<file path="src/rtl/alu_pkg.sv">
// rtl/alu_pkg.sv - shared width, state encoding and counter sizing for the serial adder
package alu_pkg;

    localparam int ALU_WIDTH = 4;

    typedef enum logic [1:0] {
        ST_IDLE  = 2'b00,
        ST_SHIFT = 2'b01,
        ST_DONE  = 2'b10
    } state_t;

    function automatic int cnt_width(input int w);
        return $clog2(w) + 1;
    endfunction

    localparam int CNT_W = cnt_width(ALU_WIDTH);

endpackage

</file>
<file path="src/rtl/full_adder.sv">
// rtl/full_adder.sv - one-bit combinational full adder cell
module full_adder (
    input  logic a,
    input  logic b,
    input  logic cin,
    output logic s,
    output logic cout
);

    assign s    = a ^ b ^ cin;
    assign cout = (a & b) | (cin & (a ^ b));

endmodule

</file>
<file path="src/rtl/serial_alu_adder.sv">
// rtl/serial_alu_adder.sv - LSB-first bit-serial adder with registered sum and flags
module serial_alu_adder
    import alu_pkg::*;
#(
    parameter int WIDTH = ALU_WIDTH
) (
    input  logic             clk,
    input  logic             reset,
    input  logic             InValid,
    output logic             InReady,
    input  logic [WIDTH-1:0] AMod,
    input  logic [WIDTH-1:0] BMod,
    input  logic [2:0]       Op,
    output logic             OutValid,
    input  logic             OutReady,
    output logic [WIDTH-1:0] S,
    output logic             C,
    output logic             Z,
    output logic             N,
    output logic             V,
    output logic [2:0]       OpOut
);

    localparam int CW = cnt_width(WIDTH);

    state_t           r_state;
    logic [WIDTH-1:0] r_a;
    logic [WIDTH-1:0] r_b;
    logic [WIDTH-2:0] r_res;
    logic             r_carry;
    logic [CW-1:0]    r_cnt;
    logic [2:0]       r_op;
    logic             r_amsb;
    logic             r_bmsb;
    logic             r_out_valid;
    logic [WIDTH-1:0] r_s;
    logic             r_c;
    logic             r_z;
    logic             r_n;
    logic             r_v;
    logic [2:0]       r_op_out;

    logic             w_sum;
    logic             w_cout;
    logic [WIDTH-1:0] w_res_next;

    full_adder u_fa (
        .a    (r_a[0]),
        .b    (r_b[0]),
        .cin  (r_carry),
        .s    (w_sum),
        .cout (w_cout)
    );

    // Sum bits enter at the MSB so the word is LSB-aligned once WIDTH bits are in.
    assign w_res_next = {w_sum, r_res};

    always_ff @(posedge clk) begin
        if (reset) begin
            r_state     <= ST_IDLE;
            r_a         <= '0;
            r_b         <= '0;
            r_res       <= '0;
            r_carry     <= 1'b0;
            r_cnt       <= '0;
            r_op        <= '0;
            r_amsb      <= 1'b0;
            r_bmsb      <= 1'b0;
            r_out_valid <= 1'b0;
            r_s         <= '0;
            r_c         <= 1'b0;
            r_z         <= 1'b0;
            r_n         <= 1'b0;
            r_v         <= 1'b0;
            r_op_out    <= '0;
        end else begin
            case (r_state)
                ST_IDLE: begin
                    if (InValid) begin
                        r_a     <= AMod;
                        r_b     <= BMod;
                        r_op    <= Op;
                        r_amsb  <= AMod[WIDTH-1];
                        r_bmsb  <= BMod[WIDTH-1];
                        r_res   <= '0;
                        r_carry <= 1'b0;
                        r_cnt   <= '0;
                        r_state <= ST_SHIFT;
                    end
                end
                ST_SHIFT: begin
                    r_a     <= r_a >> 1;
                    r_b     <= r_b >> 1;
                    r_res   <= w_res_next[WIDTH-1:1];
                    r_carry <= w_cout;
                    r_cnt   <= r_cnt + 1'b1;
                    if (r_cnt == CW'(WIDTH - 1)) begin
                        // Overflow uses the operand MSBs latched at acceptance.
                        r_s         <= w_res_next;
                        r_c         <= w_cout;
                        r_z         <= (w_res_next == '0);
                        r_n         <= w_sum;
                        r_v         <= (r_amsb == r_bmsb) && (w_sum != r_amsb);
                        r_op_out    <= r_op;
                        r_out_valid <= 1'b1;
                        r_state     <= ST_DONE;
                    end
                end
                ST_DONE: begin
                    if (OutReady) begin
                        r_out_valid <= 1'b0;
                        r_state     <= ST_IDLE;
                    end
                end
                default: r_state <= ST_IDLE;
            endcase
        end
    end

    assign InReady  = (r_state == ST_IDLE) && !reset;
    assign OutValid = r_out_valid;
    assign S        = r_s;
    assign C        = r_c;
    assign Z        = r_z;
    assign N        = r_n;
    assign V        = r_v;
    assign OpOut    = r_op_out;

endmodule

</file>
<file path="config.mk">
export PLATFORM = sky130hd
export DESIGN_NAME = serial_alu_adder
export DESIGN_NICKNAME = d
export VERILOG_FILES = /design/src/rtl/alu_pkg.sv /design/src/rtl/full_adder.sv /design/src/rtl/serial_alu_adder.sv
export SDC_FILE = /design/constraint.sdc
export NUM_CORES = 1
export LEC_CHECK = 0
export BUFFER_PORTS_ARGS = -buffer_cell sky130_fd_sc_hd__buf_4
export CAP_MARGIN = 20
export CORE_ASPECT_RATIO = 0.8
export CORE_MARGIN = 2
export CORE_UTILIZATION = 32
export DETAILED_ROUTE_END_ITERATION = 16
export PLACE_DENSITY = 0.54
export RECOVER_POWER = 25
export SLEW_MARGIN = 25
export SYNTH_ARGS = -nofsm -noshare
export SYNTH_HDL_FRONTEND = slang
export SYNTH_SLANG_ARGS = --single-unit
export TNS_END_PERCENT = 5
</file>
<file path="constraint.sdc">
create_clock -name clk -period 1.83 [get_ports clk]
set_input_delay 0.183 -clock clk [delete_from_list [all_inputs] [get_ports clk]]
set_output_delay 0.183 -clock clk [all_outputs]
set_load 0.005 [all_outputs]
</file>
# ---- After elaboration in Yosys (flattened, before gate mapping)
# Cells that the tools add are included.
dict set report word_totals {
  elab_cells 58
  regBits 34
  output_inout_bits 13
  n_memories 0
  mem_bits_ro 0
  latchBits 0
  inputBits 15
  mem_bits_rw 0
}
dict set report classes {
  order_cmp 0
  bitwise_logic 5
  n_eq_ne 8
  mux 16
  n_mul 0
  reduce_logical 12
  add_sub_neg 1
  div_mod_pow 0
  n_shift 0
}
# cell n
set op_table {}
lappend op_table {{4-bit case mux with 2 select lines} 2}
lappend op_table {{3-bit case mux with 2 select lines} 2}
lappend op_table {{4-bit 2-to-1 mux} 2}
lappend op_table {{2-bit 2-to-1 mux} 3}
lappend op_table {{2-bit inequality test (second input constant)} 3}
lappend op_table {{2-bit case mux with 3 select lines} 1}
lappend op_table {{2-bit AND reduction} 3}
lappend op_table {{3-bit AND reduction} 2}
lappend op_table {{4-bit zero test} 1}
lappend op_table {{1-bit case mux with 2 select lines} 2}
lappend op_table {{2-bit nonzero test} 2}
lappend op_table {{3-bit by 1-bit adder with 3-bit output (second input constant)} 1}
lappend op_table {{3-bit by 2-bit == test with 1-bit output (second input constant)} 1}
lappend op_table {{1-bit 2-to-1 mux} 3}
lappend op_table {{3-bit 2-to-1 mux} 1}
lappend op_table {{1-bit AND} 2}
lappend op_table {{2-bit by 1-bit == test with 1-bit output (second input constant)} 1}
lappend op_table {{2-bit == test (second input constant)} 1}
lappend op_table {{1-bit logical AND} 2}
lappend op_table {{2-bit zero test} 1}
lappend op_table {{1-bit bitwise XOR} 2}
lappend op_table {{1-bit == test} 1}
lappend op_table {{1-bit zero test} 1}
lappend op_table {{1-bit inequality test} 1}
lappend op_table {{1-bit OR} 1}

# ---- Longest topological paths before layout
# Gate-level depths: netlist (run 1).
dict set report depth {
  ltp_word 4
  ltp_mapped 6
  depth_no_buf 5
}

# ---- Hierarchy
# Synthesis (run 1) repeated with hierarchy kept, for this count alone.
dict set report hier_totals {
  cells_unflattened 145
  area_unflattened_um2 1368.8
}
# module area_each_um2 n_inst cells_per_inst seq_area_each_um2
set by_module_without_submodules {}
lappend by_module_without_submodules {serial_alu_adder 1348.8 1 144 660.6}
lappend by_module_without_submodules {full_adder 20.0 1 1 0.0}

# ---- Least setup slack after synthesis (run 1)
# Ideal clock, no wire load.
dict set report synth_path {
  path_kind {flip-flop to flip-flop}
  startpoint {register r_carry}
  endpoint {register r_v (netlist: V)}
  setup_time_ps 91
  slack_ps 273
  synth_period_minus_slack_ps 1557
  arrival_ps 1466
  required_time_ps 1739
  path_stages_with_launch 4
  path_buffers 0
  cell_sequence {dfxtp_1 -> fa_1 -> or3b_1 -> a311oi_1}
}
dict set report synth_between {
  elab_chain_cells 3
}
# item line
set synth_rtl {}
lappend synth_rtl {{start: declaration} serial_alu_adder.sv:30} ;# logic r_carry;
lappend synth_rtl {{start signal: assignment} serial_alu_adder.sv:95} ;# r_carry <= w_cout;
lappend synth_rtl {{1-bit bitwise XOR} full_adder.sv:10} ;# assign s = a ^ b ^ cin;
lappend synth_rtl {{named net u_fa.s} full_adder.sv:6} ;# output logic s,
lappend synth_rtl {{1-bit inequality test} serial_alu_adder.sv:103} ;# r_v <= (r_amsb == r_bmsb) && (w_sum != r_amsb);
lappend synth_rtl {{1-bit logical AND} serial_alu_adder.sv:103}
lappend synth_rtl {{end signal: assignment} serial_alu_adder.sv:103}
lappend synth_rtl {{end: declaration} serial_alu_adder.sv:40} ;# logic r_v;
# The timed path passes the listed nets, and every way through them passes these cells.
# A chain may end at the register's enable or synchronous reset.

# ---- Final worst setup path (run 1)
# Same ends and word-level chain as after synthesis.

==> metrics, run 1 <==
status=finished clean; antenna cells=0; CTS root buf=clkbuf_8; Hold Buf Count CTS=0; prevailing post-synth register cell=dfxtp_1; Clock power frac=36.8%; NetSw=0.3235 mW; P_leak=0.6681 nW; PwrDens=869.2 nW/µm²; GRT overflow=0; Required @ worst endpoint=2.02 ns; Reg2Reg Launch Point=r_carry$_SDFFE_PP0P_; commonest non-fill, non-tap cell in the layout=dfxtp_1; Reg power frac=53.3%; CP peak stage delay=0.62 ns; xor/xnor cell area share of the yosys netlist=0%; Worst-path clk slew=0.06 ns; Worst Tran Pin Value=0.4926 ns; crit start category=flop; EDFF count, synth=0; Post-Synth Simple-Gate Area=17.88%; share of cell area taken by muxes after synthesis=9.585%; CP Cell Sequence=fa_1, or3b_1, a311oi_1; max-slew violations=0; drt pass-1 iters=4; area share of the largest cell type after synthesis=48.66%; first-pass GRT wire length=4643 µm; Die Y-Extent=62.26 µm; Yosys cell types=26; slew margin rel.=67.13%; final wirelength=2711 µm; ys async rst share=0%; port buffer count=27; Crit path max-delay family=adder cells; vias in the first global route=1093; largest cells by area after synthesis=dfxtp_1, mux2i_1, nor2_1, nand2_1, a22oi_1; final worst-path cycle share=89.74%; Initial Utilization=32.91%; Hold Startpoint=Op[0]; Mapped Nets=161; later-pin clock latency in the skew report=0.28 ns; final hold violation count=0; clk sinks=33; post-synthesis adder-cell area fraction=3.318%; row cnt=21; Critical Path Sink Type=flop; Layout Utilization=40.16%; Total Routing Usage GR=12.47%; IO Pins=28; CTS Buf Count=5; synthesized area per cell=9.493 µm²; post-route minimum period=1.642 ns; CTS resizes=0; Setup-failing EPs final=0; area grow syn2layout=22.03%; initial antenna violation count=0; H-tree depth=2; RSZ-0062 raised after global routing=no; Setup TNS Final=0 ns; largest area contributor in the netlist=dfxtp_1; die area=4782 µm²; deepest clock path buffer count=2; Worst Skew=0.006176 ns; WL/cell=12.05 µm; Setup Fix Bufs, Post-CTS=0; Post-Synthesis Cells=143; hold crit path type=input pin to flop; FILL cells=428; critical path fanouts, max=5; most frequent cells in the layout=dfxtp_1, nor2_1, nand2_1, buf_4, mux2i_1; CTS tree=done; largest family of logic cells by synthesized area=simple AND/OR/NAND/NOR gates; Die W=76.82 µm; Setup crit start=r_carry$_SDFFE_PP0P_; largest net degree at the start of global routing=35; crit path DAT=1.84 ns; Final nets=186; DR DRC count=0; post-synthesis cell area=1358 µm²; Yosys Warn Count=0; Compound-Gate Fraction of Synth Area=14.65%; Comb pwr share=9.8%; CP max stage cell=fa_1; DRT iter0 DRCs=29; Routed Antenna Nets=0; total of max-cap violations=0; WS Path Type=flop to flop; fraction of layout cells with a size suffix above 1=23.21%; vias=1089; Yosys reg bits=33; Pint=1.116 mW; VDD IR max=0.3576 mV; crit path buf inv count=0; vias per cell=4.840; sw frac=22.47%; post-synthesis sequential area ratio=48.66%; GP Congestion=0.7867; HPWL Detailed=1977 µm; core area=4125 µm²; FMAX=0.6089 GHz
==> through the flow <==
| stage | setup WS, ns | area, µm² | power [mW] | hold slack [ns] | cells |
|---|---|---|---|---|---|
| after floorplan | 0.2734 | 1358 | 0.8815 | 0.3302 | 143 |
| final | 0.1877 | 1657 | 1.440 | 0.1485 | 225 |
| after global placement | 0.2412 | 1570 | 0.9191 | 0.4226 | 218 |
| after global routing | 0.09761 | 1657 | 1.512 | 0.1524 | 225 |
| after CTS | 0.1735 | 1657 | 1.467 | 0.1362 | 225 |
| after detailed placement | 0.1666 | 1570 | 0.9260 | 0.4302 | 218 |
==> synth_stat cells, drive strengths merged (3+ instances only) <==
cell / count
a211oi: 6
a21oi: 11
a22oi: 8
buf: 6
clkbuf: 4
dfxtp: 33
inv: 3
mux2i: 13
nand2: 18
nor2: 24
==> logic make-up (layout without fill, tap and decap cells) <==
| family | after synthesis | after routing |
|---|---|---|
| multiplexers | 13 | 13 |
| flip-flops | 33 | 33 |
| AND/OR/NAND/NOR | 52 | 52 |
| AO/OA/AOI/OAI | 29 | 29 |
| buffers and inverters | 13 | 38 |
| adder cells (fa/ha/maj) | 3 | 3 |
==> sequential cells by signal, indices dropped and copies added, names as in the netlist <==
register  cells
r_b           4
Z             1
S             4
r_res         3
V             1
r_op          3
r_bmsb        1
r_a           4
C             1
r_carry       1
r_state       2
r_cnt         3
OpOut         3
OutValid      1
r_amsb        1
==> routing by layer <==
metal | vias up | GRT usage (%) | share of wire, %
met2 | 25 | 19.74 | 47
met1 | 512 | 14.35 | 45
li1 | 540 | - | -
met5 | - | 0 | 0
met3 | 12 | 4.651 | 4.5
met4 | 0 | 7.500 | 3.4
==> layout make-up <==
type	instances	area, µm²	area share (%)
Sequential cell	33	660.6	39.88
Multi-Input combinational cell	97	616.8	37.24
Timing Repair Buffer	28	210.2	12.69
Clock buffer	7	86.33	5.211
Tap cell	57	71.32	4.305
Inverter	3	11.26	0.6798
==> power groups by stage <==
stage / sequential (mW) / clock, mW / combinational [mW]
after floorplan: 0.774 / 0 / 0.107
after detailed placement: 0.784 / 0 / 0.142
after global placement: 0.782 / 0 / 0.137
after CTS: 0.768 / 0.557 / 0.143
after global routing: 0.771 / 0.583 / 0.157
final: 0.768 / 0.530 / 0.142
==> tightest hold or removal path: stages <==
cell and delay (ns):
buf_4 0.08, mux2i_1 0.06, nor2_1 0.08
==> path summary, 6_finish.rpt <==
kind / end / slack, ns / cells after the start
worst max-delay path: V$_SDFFE_PP0P_ / 0.19 / 3
worst min-delay path: r_op[0]$_SDFFE_PP0P_ / 0.15 / 3
worst max register to register: V$_SDFFE_PP0P_ / 0.19 / 3
worst min register to register: S[0]$_SDFFE_PP0P_ / 0.46 / 2
Power figures use the tool's default switching activity.
==> run 2, diff against run 1 <==
Settings changed: CORE_MARGIN 2 to 5.
==> metrics, run 2 (synthesis gave the netlist of run 1 again) <==
Finished Layout Cells=225 (unchanged); r2r setup slk=0.19 ns (about the same); core area=4151 µm² (+0.64%); final wirelength=2781 µm (+2.6%); footprint of the multi-input gates=616.8 µm² (unchanged); row cnt=21 (unchanged); deepest clock path buffer count=2 (unchanged); antenna cells=0 (unchanged); CTS Buf Count=5 (unchanged); status=finished clean; FILL cells=436 (+1.9%); final hold violation count=0 (unchanged); fraction of layout cells with a size suffix above 1=23.21% (unchanged); max-slew violations=0 (unchanged); H-tree depth=2 (unchanged); first-pass GRT wire length=4705 µm (+1.3%); DP Cell Count=218 (unchanged); commonest non-fill, non-tap cell in the layout=dfxtp_1; FMAX=0.6099 GHz (+0.16%); Hold Startpoint=Op[0]; Die W=82.82 µm (+7.8%); HPWL Detailed=2022 µm (+2.3%); later-pin clock latency in the skew report=0.28 ns (about the same); Layout Utilization=39.90% (-0.25 points); crit path DAT=1.83 ns (about the same); Reg2Reg Launch Point=r_carry$_SDFFE_PP0P_; IO Pins=28 (unchanged); DR DRC count=0 (unchanged); largest net degree at the start of global routing=35 (unchanged); placed inst area=1570 µm² (unchanged); Required @ worst endpoint=2.02 ns (about the same); VDD IR max=0.4279 mV (+20%); crit start category=flop; WHS Endpoint=r_op[0]$_SDFFE_PP0P_; Setup Fix Bufs, Post-CTS=0 (unchanged); drt pass-1 iters=4 (unchanged); Total Power=1.445 mW (+0.32%); slew margin rel.=65.72% (-1.4 points); CTS tree=done; Initial Utilization=32.70% (-0.21 points); FF/Latch Area=660.6 µm² (unchanged); WS Path Type=flop to flop; clk sinks=33 (unchanged); CP peak stage delay=0.62 ns (about the same); CP Cell Sequence=fa_1, or3b_1, a311oi_1; vias=1048 (-3.8%); Setup TNS Final=0 ns (unchanged); hold crit path type=input pin to flop; vias per cell=4.658 (-3.8%); Hold Path Depth=3 (unchanged); PwrDens=872.0 nW/µm² (+0.32%); total of max-cap violations=0 (unchanged); final worst-path cycle share=89.60% (-0.14 points); Die Y-Extent=68.26 µm (+9.6%); RSZ-0062 raised after global routing=no; Worst-path clk slew=0.06 ns (about the same); Routed Antenna Nets=0 (unchanged); CP max stage cell=fa_1; crit path buf inv count=0 (unchanged); Critical Path Sink Type=flop; Crit path max-delay family=adder cells; critical path fanouts, max=5 (unchanged); P_leak=0.6681 nW (about the same); Worst Tran Pin Value=0.5137 ns (+0.02113 ns); CTS root buf=clkbuf_8; post-route minimum period=1.640 ns (-0.002573 ns); Worst Skew=0.002708 ns (-0.003468 ns); Setup-failing EPs final=0 (unchanged); port buffer count=27 (unchanged); RR Endpoint=V$_SDFFE_PP0P_; vias in the first global route=1049 (-4.0%); Final nets=186 (unchanged); DRT iter0 DRCs=27 (-6.9%); cell area after layout=1657 µm² (unchanged); initial antenna violation count=0 (unchanged); Total Routing Usage GR=10.77% (-1.7 points); R2R cell count=3 (unchanged); GP Congestion=0.7466 (-5.1%); GRT overflow=0 (unchanged); CTS resizes=0 (unchanged); WL/cell=12.36 µm (+2.6%); Hold Buf Count CTS=0 (unchanged); most frequent cells in the layout=dfxtp_1, nor2_1, nand2_1, buf_4, mux2i_1; area grow syn2layout=22.03% (unchanged); die area=5653 µm² (+18%)
==> run 2: cell counts in the layout (fill, tap and decap cells not counted) <==
Identical to the previous run, type by type.
==> run 2: report_power, final <==
part           internal, mW  switching, mW  total [mW]  leakage [nW]
clock network         0.298          0.238       0.536        0.0443
registers             0.746         0.0216       0.768         0.269
logic                0.0726         0.0687       0.141         0.355
total                  1.12          0.328        1.44         0.668
==> run 2: per-stage QoR <==
stage	setup slack, ns	hold WS [ns]
2_1_floorplan	0.2734	0.3302
3_3_place_gp	0.2439	0.4185
3_5_place_dp	0.1937	0.4336
4_1_cts	0.1807	0.1335
5_1_grt	0.1254	0.1452
6_report	0.1903	0.1418
==> run 2: worst max-delay path by stage <==
| stage | start | endpoint | slack [ns] | cells past startpoint |
|---|---|---|---|---|
| 3_3_place_gp | r_carry$_SDFFE_PP0P_ | V$_SDFFE_PP0P_ | 0.24 | 3 |
| 5_1_grt | r_carry$_SDFFE_PP0P_ | V$_SDFFE_PP0P_ | 0.13 | 3 |
| 3_5_place_dp | r_carry$_SDFFE_PP0P_ | V$_SDFFE_PP0P_ | 0.19 | 3 |
| 6_report | r_carry$_SDFFE_PP0P_ | V$_SDFFE_PP0P_ | 0.19 | 3 |
| 4_1_cts | r_carry$_SDFFE_PP0P_ | V$_SDFFE_PP0P_ | 0.18 | 3 |
| 2_1_floorplan | r_carry$_SDFFE_PP0P_ | V$_SDFFE_PP0P_ | 0.27 | 3 |
==> run 2: metal layers <==
layer  GRT usage [%]  part of all wire (%)  vias to the layer above  wire length [µm]
met5               0                     0                        -                 0
met2           17.90                    46                       15              1271
li1                -                     -                      541                 -
met3           5.054                   4.7                        7               130
met4           4.694                   1.5                        0                42
met1           12.06                    48                      485              1337
==> run 2: cell type report <==
type | count | share of cell area [%]
Timing Repair Buffer | 28 | 12.69
Tap cell | 57 | 4.305
Multi-Input combinational cell | 97 | 37.24
Inverter | 3 | 0.6798
Sequential cell | 33 | 39.88
Clock buffer | 7 | 5.211
==> run 2: worst reg2reg max path, cell delays in order (launching register included) <==
cell	delay, ns
dfxtp_1	0.33
fa_1	0.62
or3b_1	0.36
a311oi_1	0.25
